<file path="src/rtl/aibnd_red_shift_ctrl_pkg.sv">
// Shared types and helpers for the AIB redundancy shift controller.
// Holds default geometry, the FSM state enum and the thermometer decode used by wrapper models.
package aibnd_red_pkg;

  localparam int DEF_NUM_IO     = 24;
  localparam int DEF_IDX_W      = 5;
  localparam int DEF_SETTLE_CYC = 8;

  typedef enum logic [2:0] {
    ST_IDLE,
    ST_RECV,
    ST_CHECK,
    ST_SETTLE,
    ST_DONE,
    ST_ERR
  } red_state_e;

  function automatic int frame_w(input int idx_w);
    return idx_w + 2;
  endfunction

  // Wrapper i takes its neighbour path when it sits at or above the failing IO.
  function automatic logic [DEF_NUM_IO-1:0] therm_from_idx(input logic [DEF_IDX_W-1:0] idx,
                                                           input logic en);
    logic [DEF_NUM_IO-1:0] v;
    v = '0;
    for (int i = 0; i < DEF_NUM_IO; i++) begin
      v[i] = en && (i >= 32'(idx));
    end
    return v;
  endfunction

endpackage

</file>
<file path="src/rtl/aibnd_red_shift_ctrl_if.sv">
// Serial repair-word port from the fuse/config chain into the redundancy controller.
// cfg_data is taken on a cycle where cfg_valid and cfg_ready are both high.
interface aibnd_red_shift_ctrl_if;
  logic cfg_start;
  logic cfg_valid;
  logic cfg_data;
  logic cfg_ready;

  modport master (output cfg_start, output cfg_valid, output cfg_data, input cfg_ready);
  modport slave  (input cfg_start, input cfg_valid, input cfg_data, output cfg_ready);
endinterface

</file>
<file path="src/rtl/aibnd_red_shift_ctrl_deser.sv">
// Repair-word deserializer: MSB-first shift register with bit counter; frame_vld flags the final accepted bit.
// Latency: frame is complete in frame_q the cycle after frame_vld; backpressure: bits only taken while bit_rdy.
module aibnd_red_deser
  import aibnd_red_pkg::*;
#(
  parameter int FRAME_W = 7
) (
  input  logic               clk,
  input  logic               rst,
  input  logic               clr,
  input  logic               bit_rdy,
  input  logic               bit_vld,
  input  logic               bit_dat,
  output logic               frame_vld,
  output logic [FRAME_W-1:0] frame
);

  localparam int CNT_W = $clog2(FRAME_W + 1);

  logic [CNT_W-1:0]   cnt_q, cnt_d;
  logic [FRAME_W-1:0] frame_q, frame_d;
  logic               accept;
  logic               last_bit;

  // A restart in the same cycle as a bit wins: that bit belongs to the discarded frame.
  assign accept   = bit_vld && bit_rdy && !clr;
  assign last_bit = (cnt_q == CNT_W'(FRAME_W - 1));

  always_comb begin
    cnt_d     = cnt_q;
    frame_d   = frame_q;
    frame_vld = 1'b0;
    if (clr) begin
      cnt_d = '0;
    end else if (accept) begin
      frame_d   = {frame_q[FRAME_W-2:0], bit_dat};
      cnt_d     = last_bit ? '0 : cnt_q + 1'b1;
      frame_vld = last_bit;
    end
  end

  always_ff @(posedge clk) begin
    if (rst) begin
      cnt_q   <= '0;
      frame_q <= '0;
    end else begin
      cnt_q   <= cnt_d;
      frame_q <= frame_d;
    end
  end

  assign frame = frame_q;

endmodule

</file>
<file path="src/rtl/aibnd_red_shift_ctrl.sv">
// Redundancy shift-enable controller: receives, validates and applies the repair word, then reports settled.
// Latency: last bit -> red_done in 1 + SETTLE_CYC + 1 cycles; backpressure: cfg_ready only while receiving.
module aibnd_red_shift_ctrl
  import aibnd_red_pkg::*;
#(
  parameter int NUM_IO     = DEF_NUM_IO,
  parameter int IDX_W      = DEF_IDX_W,
  parameter int SETTLE_CYC = DEF_SETTLE_CYC
) (
  input  logic                    clk,
  input  logic                    rst,
  aibnd_red_shift_ctrl_if.slave   cfg,
  output logic [NUM_IO-1:0]       shift_en,
  output logic                    red_busy,
  output logic                    red_done,
  output logic                    red_err
);

  localparam int FRAME_W = frame_w(IDX_W);
  localparam int SET_W   = $clog2(SETTLE_CYC + 1);

  red_state_e         state_q, state_d;
  logic [NUM_IO-1:0]  shift_en_q, shift_en_d;
  logic [SET_W-1:0]   settle_q, settle_d;
  logic               busy_q, busy_d;
  logic               done_q, done_d;
  logic               err_q, err_d;
  logic               ready_q, ready_d;

  logic               start_acc;
  logic               frame_vld;
  logic [FRAME_W-1:0] frame;
  logic               repair_en;
  logic [IDX_W-1:0]   idx;
  logic               bad_word;
  logic [NUM_IO-1:0]  therm;

  // Once the word is committed (CHECK/SETTLE) a new start is not honoured.
  assign start_acc = cfg.cfg_start && (state_q inside {ST_IDLE, ST_RECV, ST_DONE, ST_ERR});

  aibnd_red_deser #(.FRAME_W(FRAME_W)) u_deser (
    .clk       (clk),
    .rst       (rst),
    .clr       (start_acc),
    .bit_rdy   (ready_q),
    .bit_vld   (cfg.cfg_valid),
    .bit_dat   (cfg.cfg_data),
    .frame_vld (frame_vld),
    .frame     (frame)
  );

  assign repair_en = frame[FRAME_W-1];
  assign idx       = frame[FRAME_W-2:1];
  assign bad_word  = (^frame) || (repair_en && (32'(idx) >= NUM_IO));

  always_comb begin
    therm = '0;
    for (int i = 0; i < NUM_IO; i++) begin
      therm[i] = repair_en && (i >= 32'(idx));
    end
  end

  always_comb begin
    state_d    = state_q;
    shift_en_d = shift_en_q;
    settle_d   = settle_q;
    done_d     = done_q;
    err_d      = err_q;
    case (state_q)
      ST_IDLE, ST_DONE, ST_ERR: begin
        if (start_acc) begin
          state_d = ST_RECV;
          done_d  = 1'b0;
          err_d   = 1'b0;
        end
      end
      ST_RECV: begin
        if (!start_acc && frame_vld) state_d = ST_CHECK;
      end
      ST_CHECK: begin
        if (bad_word) begin
          state_d    = ST_ERR;
          shift_en_d = '0;
          err_d      = 1'b1;
          done_d     = 1'b0;
        end else begin
          state_d    = ST_SETTLE;
          shift_en_d = therm;
          settle_d   = '0;
        end
      end
      ST_SETTLE: begin
        if (settle_q == SET_W'(SETTLE_CYC - 1)) begin
          state_d = ST_DONE;
          done_d  = 1'b1;
        end else begin
          settle_d = settle_q + 1'b1;
        end
      end
      default: state_d = ST_IDLE;
    endcase
    busy_d  = state_d inside {ST_RECV, ST_CHECK, ST_SETTLE};
    ready_d = (state_d == ST_RECV);
  end

  always_ff @(posedge clk) begin
    if (rst) begin
      state_q    <= ST_IDLE;
      shift_en_q <= '0;
      settle_q   <= '0;
      busy_q     <= 1'b0;
      done_q     <= 1'b0;
      err_q      <= 1'b0;
      ready_q    <= 1'b0;
    end else begin
      state_q    <= state_d;
      shift_en_q <= shift_en_d;
      settle_q   <= settle_d;
      busy_q     <= busy_d;
      done_q     <= done_d;
      err_q      <= err_d;
      ready_q    <= ready_d;
    end
  end

  assign cfg.cfg_ready = ready_q;
  assign shift_en      = shift_en_q;
  assign red_busy      = busy_q;
  assign red_done      = done_q;
  assign red_err       = err_q;

endmodule

</file>
<file path="src/flat_wrapper.sv">
// flat-port wrapper written by rule: the top's interface ports become plain ports
module aibnd_red_shift_ctrl_flat import aibnd_red_pkg::*;
#(
  parameter int NUM_IO     = DEF_NUM_IO,
  parameter int IDX_W      = DEF_IDX_W,
  parameter int SETTLE_CYC = DEF_SETTLE_CYC
)
  (clk, rst, shift_en, red_busy, red_done, red_err, cfg_cfg_start, cfg_cfg_valid, cfg_cfg_data, cfg_cfg_ready);
  aibnd_red_shift_ctrl_if cfg_i ();
  input  logic clk;
  input  logic rst;
  output logic [NUM_IO-1:0] shift_en;
  output logic red_busy;
  output logic red_done;
  output logic red_err;
  input wire logic [$bits(cfg_i.cfg_start)-1:0] cfg_cfg_start;
  input wire logic [$bits(cfg_i.cfg_valid)-1:0] cfg_cfg_valid;
  input wire logic [$bits(cfg_i.cfg_data)-1:0] cfg_cfg_data;
  output wire logic [$bits(cfg_i.cfg_ready)-1:0] cfg_cfg_ready;
  assign cfg_i.cfg_start = cfg_cfg_start;
  assign cfg_i.cfg_valid = cfg_cfg_valid;
  assign cfg_i.cfg_data = cfg_cfg_data;
  assign cfg_cfg_ready = cfg_i.cfg_ready;
  aibnd_red_shift_ctrl #(.NUM_IO(NUM_IO), .IDX_W(IDX_W), .SETTLE_CYC(SETTLE_CYC)) u_core (.clk(clk), .rst(rst), .cfg(cfg_i), .shift_en(shift_en), .red_busy(red_busy), .red_done(red_done), .red_err(red_err));
endmodule
</file>
<file path="config.mk">
export PLATFORM = sky130hd
export DESIGN_NAME = aibnd_red_shift_ctrl_flat
export DESIGN_NICKNAME = d
export VERILOG_FILES = /design/src/rtl/aibnd_red_shift_ctrl_pkg.sv /design/src/rtl/aibnd_red_shift_ctrl_if.sv /design/src/rtl/aibnd_red_shift_ctrl_deser.sv /design/src/rtl/aibnd_red_shift_ctrl.sv /design/src/flat_wrapper.sv
export SDC_FILE = /design/constraint.sdc
export NUM_CORES = 1
export LEC_CHECK = 0
export BUFFER_PORTS_ARGS = -buffer_cell sky130_fd_sc_hd__buf_4
export CAP_MARGIN = 30
export CELL_PAD_IN_SITES_DETAIL_PLACEMENT = 1
export CELL_PAD_IN_SITES_GLOBAL_PLACEMENT = 1
export CORE_MARGIN = 2
export CORE_UTILIZATION = 38
export CTS_CLUSTER_SIZE = 28
export DETAILED_ROUTE_END_ITERATION = 6
export GPL_TIMING_DRIVEN = 0
export MAX_ROUTING_LAYER = met4
export PLACE_DENSITY = 0.75
export SLEW_MARGIN = 20
export SYNTH_ARGS = -nofsm -noshare
export SYNTH_HDL_FRONTEND = slang
export SYNTH_SLANG_ARGS = --single-unit
</file>
<file path="constraint.sdc">
create_clock -name clk -period 2.38 [get_ports clk]
set_clock_uncertainty 0.1 [all_clocks]
set_input_delay 0.357 -clock clk [delete_from_list [all_inputs] [get_ports clk]]
set_output_delay 0.357 -clock clk [all_outputs]
set_load 0.005 [all_outputs]
</file>
# Yosys cells after proc, flatten, opt, wreduce, memory -nomap -nowiden
# Cells that the tools add are included.
[totals]
regBits = 45
input_bits = 5
out_inout_bits = 28
elab_cells = 114
[classes]
n_addsub = 2
order_cmp = 25
eq_ne = 15
muxes = 18
bitwise = 1
n_reduce_logical = 44
[op_table]
columns = ["cell", "n"]
rows = [
  ["$ge 4x5->1 const A", 8],
  ["$ge 5x5->1 const A", 8],
  ["$logic_and 1x1->1", 29],
  ["$mux 24", 1],
  ["$ge 3x5->1 const A", 4],
  ["$mux 3", 5],
  ["$eq 3x2->1 const B", 4],
  ["$pmux 3 s4", 1],
  ["$ge 1x5->1 const A", 2],
  ["$ge 2x5->1 const A", 2],
  ["$eq 3x3->1 const B", 3],
  ["$mux 4", 2],
  ["$pmux 4 s2", 1],
  ["$reduce_xor 7->1", 1],
  ["$eq 3x1->1 const B", 2],
  ["$mux 1", 6],
  ["$ne 2x1->1 const B", 3],
  ["$reduce_and 3->1", 2],
  ["$reduce_bool 3->1", 2],
  ["$ge 5x5->1 const B", 1],
  ["$add 4x1->4 const B", 1],
  ["$eq 4x3->1 const B", 1],
  ["$ne 2x2->1 const B", 2],
  ["$reduce_and 4->1", 1],
  ["other kinds (12)", 13],
]

# Longest topological paths before layout
[depth]
ltp_word = 12
depth_mapped = 10
mapped_depth_nobuf = 7

# By module
# From an unflattened synthesis, not the netlist that was laid out.
[hier_totals]
cells_unflattened = 287
hier_area_um2 = 2314.7
[by_module_without_submodules]
columns = ["mod", "n_inst", "cells_per_inst", "area_each_um2", "seq_area_each_um2"]
rows = [
  ["aibnd_red_shift_ctrl", 1, 239, 1918.1, 700.7],
  ["aibnd_red_deser", 1, 48, 396.6, 200.2],
]

# Worst setup path after synthesis
# No wires, ideal clock.
[synth_timing]
path_kind = "reg2reg"
from = "register u_core.u_deser.frame_q[4], in the netlist u_core.u_deser.frame[4]"
to = "register u_core.ready_q, in the netlist u_core.cfg.cfg_ready"
setup_ns = 0.092
t_arrival_ns = 2.137
required_ns = 2.188
setup_slack_ns = 0.051
stages_incl_launch_ff = 9
n_path_buf = 1
synth_period_minus_slack_ns = 2.329
path_cell_list = "dfxtp_1 clkbuf_1 inv_1 ha_1 xnor2_1 xnor2_2 mux2i_1 a221oi_1 nor4_1"
[synth_between]
elab_chain_len = 6
word_cells_on_any_way = 7
classes_between = "order compare: 1; eq/ne: 1; mux: 2; reduce/logical: 3"
[synth_rtl]
columns = ["item", "line", "source"]
rows = [
  ["from (decl)", "aibnd_red_shift_ctrl_deser.sv:21", "logic [FRAME_W-1:0] frame_q, frame_d;"],
  ["from (signal assigned)", "aibnd_red_shift_ctrl_deser.sv:48", "frame_q <= frame_d;"],
  ["$ge 5x5->1", "aibnd_red_shift_ctrl.sv:54", "assign bad_word = (^frame) || (repair_en && (32'(idx) >= NUM_IO));"],
  ["$logic_and 1x1->1", "aibnd_red_shift_ctrl.sv:54", ""],
  ["$logic_or 1x1->1 (*)", "aibnd_red_shift_ctrl.sv:54", ""],
  ["$mux 3 (*)", "aibnd_red_shift_ctrl.sv:81", "if (bad_word) begin"],
  ["$pmux 3 s4 (*)", "aibnd_red_shift_ctrl.sv:69", "case (state_q)"],
  ["$eq 3x1->1 (*)", "aibnd_red_shift_ctrl.sv:103", "ready_d = (state_d == ST_RECV);"],
  ["to (signal assigned)", "aibnd_red_shift_ctrl.sv:122", "ready_q <= ready_d;"],
  ["to (decl)", "aibnd_red_shift_ctrl.sv:28", "logic ready_q, ready_d;"],
]
# Every way passes the cells marked *; elsewhere a longest branch is shown, timed or not.
# A chain may end at the register's enable or synchronous reset.

# Final worst setup path
[layout_timing]
from = "register u_core.u_deser.frame_q[3], in the netlist u_core.u_deser.frame[3]"
to = "register u_core.shift_en_q[20], in the netlist u_core.shift_en[20]"
[layout_between]
elab_chain_len = 4
word_cells_on_any_way = 7
classes_between = "order compare: 2; mux: 1; reduce/logical: 4"
[layout_rtl]
columns = ["item", "line", "source"]
rows = [
  ["$ge 5x5->1", "aibnd_red_shift_ctrl.sv:54", ""],
  ["$logic_and 1x1->1", "aibnd_red_shift_ctrl.sv:54", ""],
  ["$logic_or 1x1->1", "aibnd_red_shift_ctrl.sv:54", ""],
  ["$mux 24 (*)", "aibnd_red_shift_ctrl.sv:81", ""],
  ["to (signal assigned)", "aibnd_red_shift_ctrl.sv:117", "shift_en_q <= shift_en_d;"],
  ["to (decl)", "aibnd_red_shift_ctrl.sv:23", "logic [NUM_IO-1:0] shift_en_q, shift_en_d;"],
]
# Marks and branches as above.

==> summary.md <==
• Synth async-reset ratio: 0%
• minimum setup slack among reg-to-reg paths: 0.05 ns
• number of diodes added for antenna fixing: 0
• Die Width: 81.09 µm
• crit path launch type: flop
• TritonCTS clock tree: yes
• first-pass GRT wire length: 10.80 mm
• standard-cell row count: 28
• Post-Syn Nets: 296
• antenna violations before repair: 0
• class of the tightest hold or removal check: input port to flop
• proportion of synthesized chip area in sequential cells: 39.89%
• run status: finished, final reports clean
• count of maximum capacitance violations: 0
• routed vias/inst: 5.515
• number of enable flip-flop cells after synthesis: 0
• kind of critical path: flop to flop
• count of pins on the block boundary: 33
• Worst-path clk slew: 0.08 ns
• routed wire length: 6.945 mm
• DRC violation count after routing: 0
• fill count: 709
• starting utilization of the core area: 38.83%
• final-layout setup total negative slack: 0 ns
• number of port buffers: 32
• cell count of the worst reg-to-reg path: 11
• Num CTS Buffers: 5
• worst relative slew slack: 62.67%
• count of endpoints failing setup in the final report: 0
• cell with the biggest individual delay on the critical path: sky130_fd_sc_hd__xnor2_2
• cell depth of the worst hold path: 3
• final non-filler cell total: 408
• total via count in the routed design: 2250
• CP endpoint kind: flop
• number of clock sinks seen by CTS: 45
• HPWL after detailed placement: 4.652 mm
• Syn-to-layout area delta: 29.81%
• clock latency on the worst-skew pair: 0.31 ns
• vias in the first global route: 2180
• setup slack of the critical path after layout: 0.05117 ns
• maximum level of the CTS H-tree: 2
• post-synthesis cell area: 0.002258 mm²
• core outline area: 0.005816 mm²
• CTS Root Cell: sky130_fd_sc_hd__clkbuf_8
• total count of hold-check failures in the final report: 0
• fin area: 0.002932 mm²
• average cell area after synthesis: 8.095 µm²
• Levels on crit path: 11
• data arrival time at the worst-slack endpoint: 2.41 ns
• post-layout minimum cycle time: 2.329 ns
• Primary FF master, synth: sky130_fd_sc_hd__dfxtp_1
• Slew @ Worst Pin: 0.5600 ns
• required time at the endpoint of the critical path: 2.46 ns
• top fanout value on the critical path: 10
• maximum number of pins on one net before global-route repair: 13
• overall track demand over capacity in global routing: 22.20%
• first-pass detailed-route iteration total: 4
• number of nets in the final layout: 350
• final period utilization: 97.85%
• die area: 0.006576 mm²
• global placer's final weighted congestion: 0.8674
• list of cells traversed by the critical path: buf_8 -> clkinvlp_4 -> ha_4 -> xnor2_2 -> xnor2_2 -> buf_4 -> nor3_4 -> buf_6 -> buf_6 -> a22oi_1 -> nor2_1
• Pleak: 1.148 nW
• die height: 81.09 µm
• Critical path buffers and inverters: 5
• Worst Setup Slack post-DPL: -0.6194 ns
• GR Overflow Total: 0
• antenna viol nets, final: 0
• synthesized instance count: 279
• synthesis warning total: 0
• instance area after placement: 0.002592 mm²
• fraction of layout instances using a drive strength above 1: 24.62%
• synth unique cells: 43
• largest stage delay on the critical path: 0.39 ns
• total placed cells including tap cells: 386
• highest achievable clock rate: 429.4 MHz
• Starting DRT DRC Count: 144
• CP top delay family: buffers and inverters
• worst-case vdd ir drop: 0.0003983 V
• power per standard cell area: 442.8 mW/mm²
• number of slew-limit violations in the final report: 0
• total area of multi-input combinational cells: 0.001285 mm²
• number of register bits inferred by synthesis: 45
• maximum number of buffers from clock root to sink: 2
• wire length per cell: 17.02 µm
• FF+latch area: 913.4 µm²
synth_stat cells, types with 2 or more instances:
| cell type | count | area share [%] |
|---|---|---|
| sky130_fd_sc_hd__xnor2_2 | 2 | 1.4 |
| sky130_fd_sc_hd__nand3_1 | 5 | 1.1 |
| sky130_fd_sc_hd__a21oi_1 | 25 | 5.5 |
| sky130_fd_sc_hd__a211oi_1 | 2 | 0.66 |
| sky130_fd_sc_hd__nand2b_1 | 4 | 1.1 |
| sky130_fd_sc_hd__a21o_1 | 3 | 1.0 |
| sky130_fd_sc_hd__ha_1 | 12 | 6.6 |
| sky130_fd_sc_hd__inv_1 | 12 | 2.0 |
| sky130_fd_sc_hd__nand4_1 | 3 | 0.83 |
| sky130_fd_sc_hd__a22oi_1 | 18 | 6.0 |
| sky130_fd_sc_hd__nand2_1 | 39 | 6.5 |
| sky130_fd_sc_hd__o21ai_0 | 14 | 3.1 |
| sky130_fd_sc_hd__mux2i_1 | 2 | 0.89 |
| sky130_fd_sc_hd__buf_6 | 2 | 1.0 |
| sky130_fd_sc_hd__nor4_1 | 3 | 0.83 |
| sky130_fd_sc_hd__a31oi_1 | 2 | 0.55 |
| sky130_fd_sc_hd__nor2_1 | 34 | 5.7 |
| sky130_fd_sc_hd__nor2b_1 | 4 | 1.1 |
| sky130_fd_sc_hd__nand3b_1 | 2 | 0.66 |
| sky130_fd_sc_hd__and3_1 | 3 | 0.83 |
| sky130_fd_sc_hd__o31ai_1 | 2 | 0.66 |
| sky130_fd_sc_hd__buf_4 | 3 | 1.0 |
| sky130_fd_sc_hd__nor3_1 | 4 | 0.89 |
| sky130_fd_sc_hd__clkbuf_1 | 13 | 2.2 |
| sky130_fd_sc_hd__dfxtp_1 | 45 | 40 |
| sky130_fd_sc_hd__a32oi_1 | 3 | 1.2 |
| sky130_fd_sc_hd__a32o_1 | 2 | 0.89 |
per-layer routing:
metal | track usage, % | vias up | wire, µm
met5 | - | - | 0
met4 | 5.424 | 0 | 78
met3 | 4.000 | 8 | 258
met2 | 39.59 | 45 | 3657
met1 | 25.81 | 1114 | 2950
li1 | - | 1083 | -
metrics by stage:
stage / total power [mW] / hold WS [ns] / util (%)
2_1_floorplan: 0.8053 / 0.3482 / -
3_3_place_gp: 0.8273 / 0.3423 / 44.58
6_report: 1.298 / 0.2047 / 50.41
5_1_grt: 1.346 / 0.2123 / 50.41
4_1_cts: 1.314 / 0.2055 / 48.62
3_5_place_dp: 0.8283 / 0.3472 / 44.58
worst reg2reg max path, cell delays in order (launching register included):
cell,delay [ns]
sky130_fd_sc_hd__dfxtp_4,0.38
sky130_fd_sc_hd__buf_8,0.12
sky130_fd_sc_hd__clkinvlp_4,0.10
sky130_fd_sc_hd__ha_4,0.23
sky130_fd_sc_hd__xnor2_2,0.15
sky130_fd_sc_hd__xnor2_2,0.39
sky130_fd_sc_hd__buf_4,0.22
sky130_fd_sc_hd__nor3_4,0.05
sky130_fd_sc_hd__buf_6,0.14
sky130_fd_sc_hd__buf_6,0.13
sky130_fd_sc_hd__a22oi_1,0.13
sky130_fd_sc_hd__nor2_1,0.06
layout make-up:
| type | count | share of cell area, % |
|---|---|---|
| Buffer | 18 | 5.122 |
| Clock buffer | 7 | 2.945 |
| Inverter | 12 | 1.793 |
| Multi-Input combinational cell | 204 | 43.83 |
| Sequential cell | 45 | 31.16 |
| Tap cell | 75 | 3.201 |
| Timing Repair Buffer | 47 | 11.95 |
cells by family after synthesis:
group | share of synthesized area (%)
fa+ha+maj | 6.648
buf+inv | 6.149
simple gates | 21.33
flops | 39.89
xor+xnor | 2.216
mux | 0.8865
compound gates | 22.88
power by group:
part,switching (mW),internal (mW)
combinational,0.0343,0.0179
clock,0.258,0.231
sequential,0.00374,0.753
sequential cells by signal, summed over array words and instances (netlist names):
signal	flops
u_core.red_err	1
u_core.red_busy	1
u_core.state_q	3
u_core.shift_en	24
u_core.settle_q	4
u_core.red_done	1
u_core.cfg.cfg_ready	1
u_core.u_deser.frame	7
u_core.u_deser.cnt_q	3
worst paths after layout:
kind / startpoint / endpoint
setup / recovery: u_core.u_deser.frame[3] / u_core.shift_en[20]
hold / removal: cfg_cfg_data / u_core.u_deser.frame[0]
setup reg to reg: u_core.u_deser.frame[3] / u_core.shift_en[20]
hold reg to reg: u_core.shift_en[14] / u_core.shift_en[14]
placed cells by master, fill, tap and decap left out, types with 2 or more instances in the layout:
cell type	Yosys	layout
sky130_fd_sc_hd__a31oi_1	2	2
sky130_fd_sc_hd__clkbuf_8	0	8
sky130_fd_sc_hd__a32o_1	2	2
sky130_fd_sc_hd__ha_4	0	2
sky130_fd_sc_hd__a22oi_1	18	15
sky130_fd_sc_hd__and3_1	3	3
sky130_fd_sc_hd__nand2b_1	4	4
sky130_fd_sc_hd__ha_1	12	10
sky130_fd_sc_hd__nand2_1	39	39
sky130_fd_sc_hd__a22oi_2	0	3
sky130_fd_sc_hd__dfxtp_4	0	3
sky130_fd_sc_hd__clkinvlp_4	0	2
sky130_fd_sc_hd__buf_6	2	3
sky130_fd_sc_hd__xnor2_2	2	3
sky130_fd_sc_hd__buf_4	3	48
sky130_fd_sc_hd__clkbuf_1	13	10
sky130_fd_sc_hd__inv_1	12	8
sky130_fd_sc_hd__nand3_1	5	5
sky130_fd_sc_hd__a32oi_1	3	3
sky130_fd_sc_hd__nor2b_1	4	4
sky130_fd_sc_hd__mux2i_2	0	2
sky130_fd_sc_hd__dfxtp_1	45	41
sky130_fd_sc_hd__o21ai_0	14	14
sky130_fd_sc_hd__nand4_1	3	3
sky130_fd_sc_hd__a21o_1	3	3
sky130_fd_sc_hd__a211oi_1	2	2
sky130_fd_sc_hd__o31ai_1	2	2
sky130_fd_sc_hd__nand3b_1	2	2
sky130_fd_sc_hd__inv_2	0	2
sky130_fd_sc_hd__nor2_1	34	34
sky130_fd_sc_hd__a21oi_1	25	25
sky130_fd_sc_hd__nor3_1	4	3
sky130_fd_sc_hd__nor4_1	3	3
repair_timing:
item                                    4_1_cts  5_1_grt
pin swaps                                     2        1
endpoints found under the setup margin       34       20
resized for setup                            26       11
hold buffers                                  0        0
cloned                                        1        0
setup buffers                                 6        8
Power figures use the tool's default switching activity.
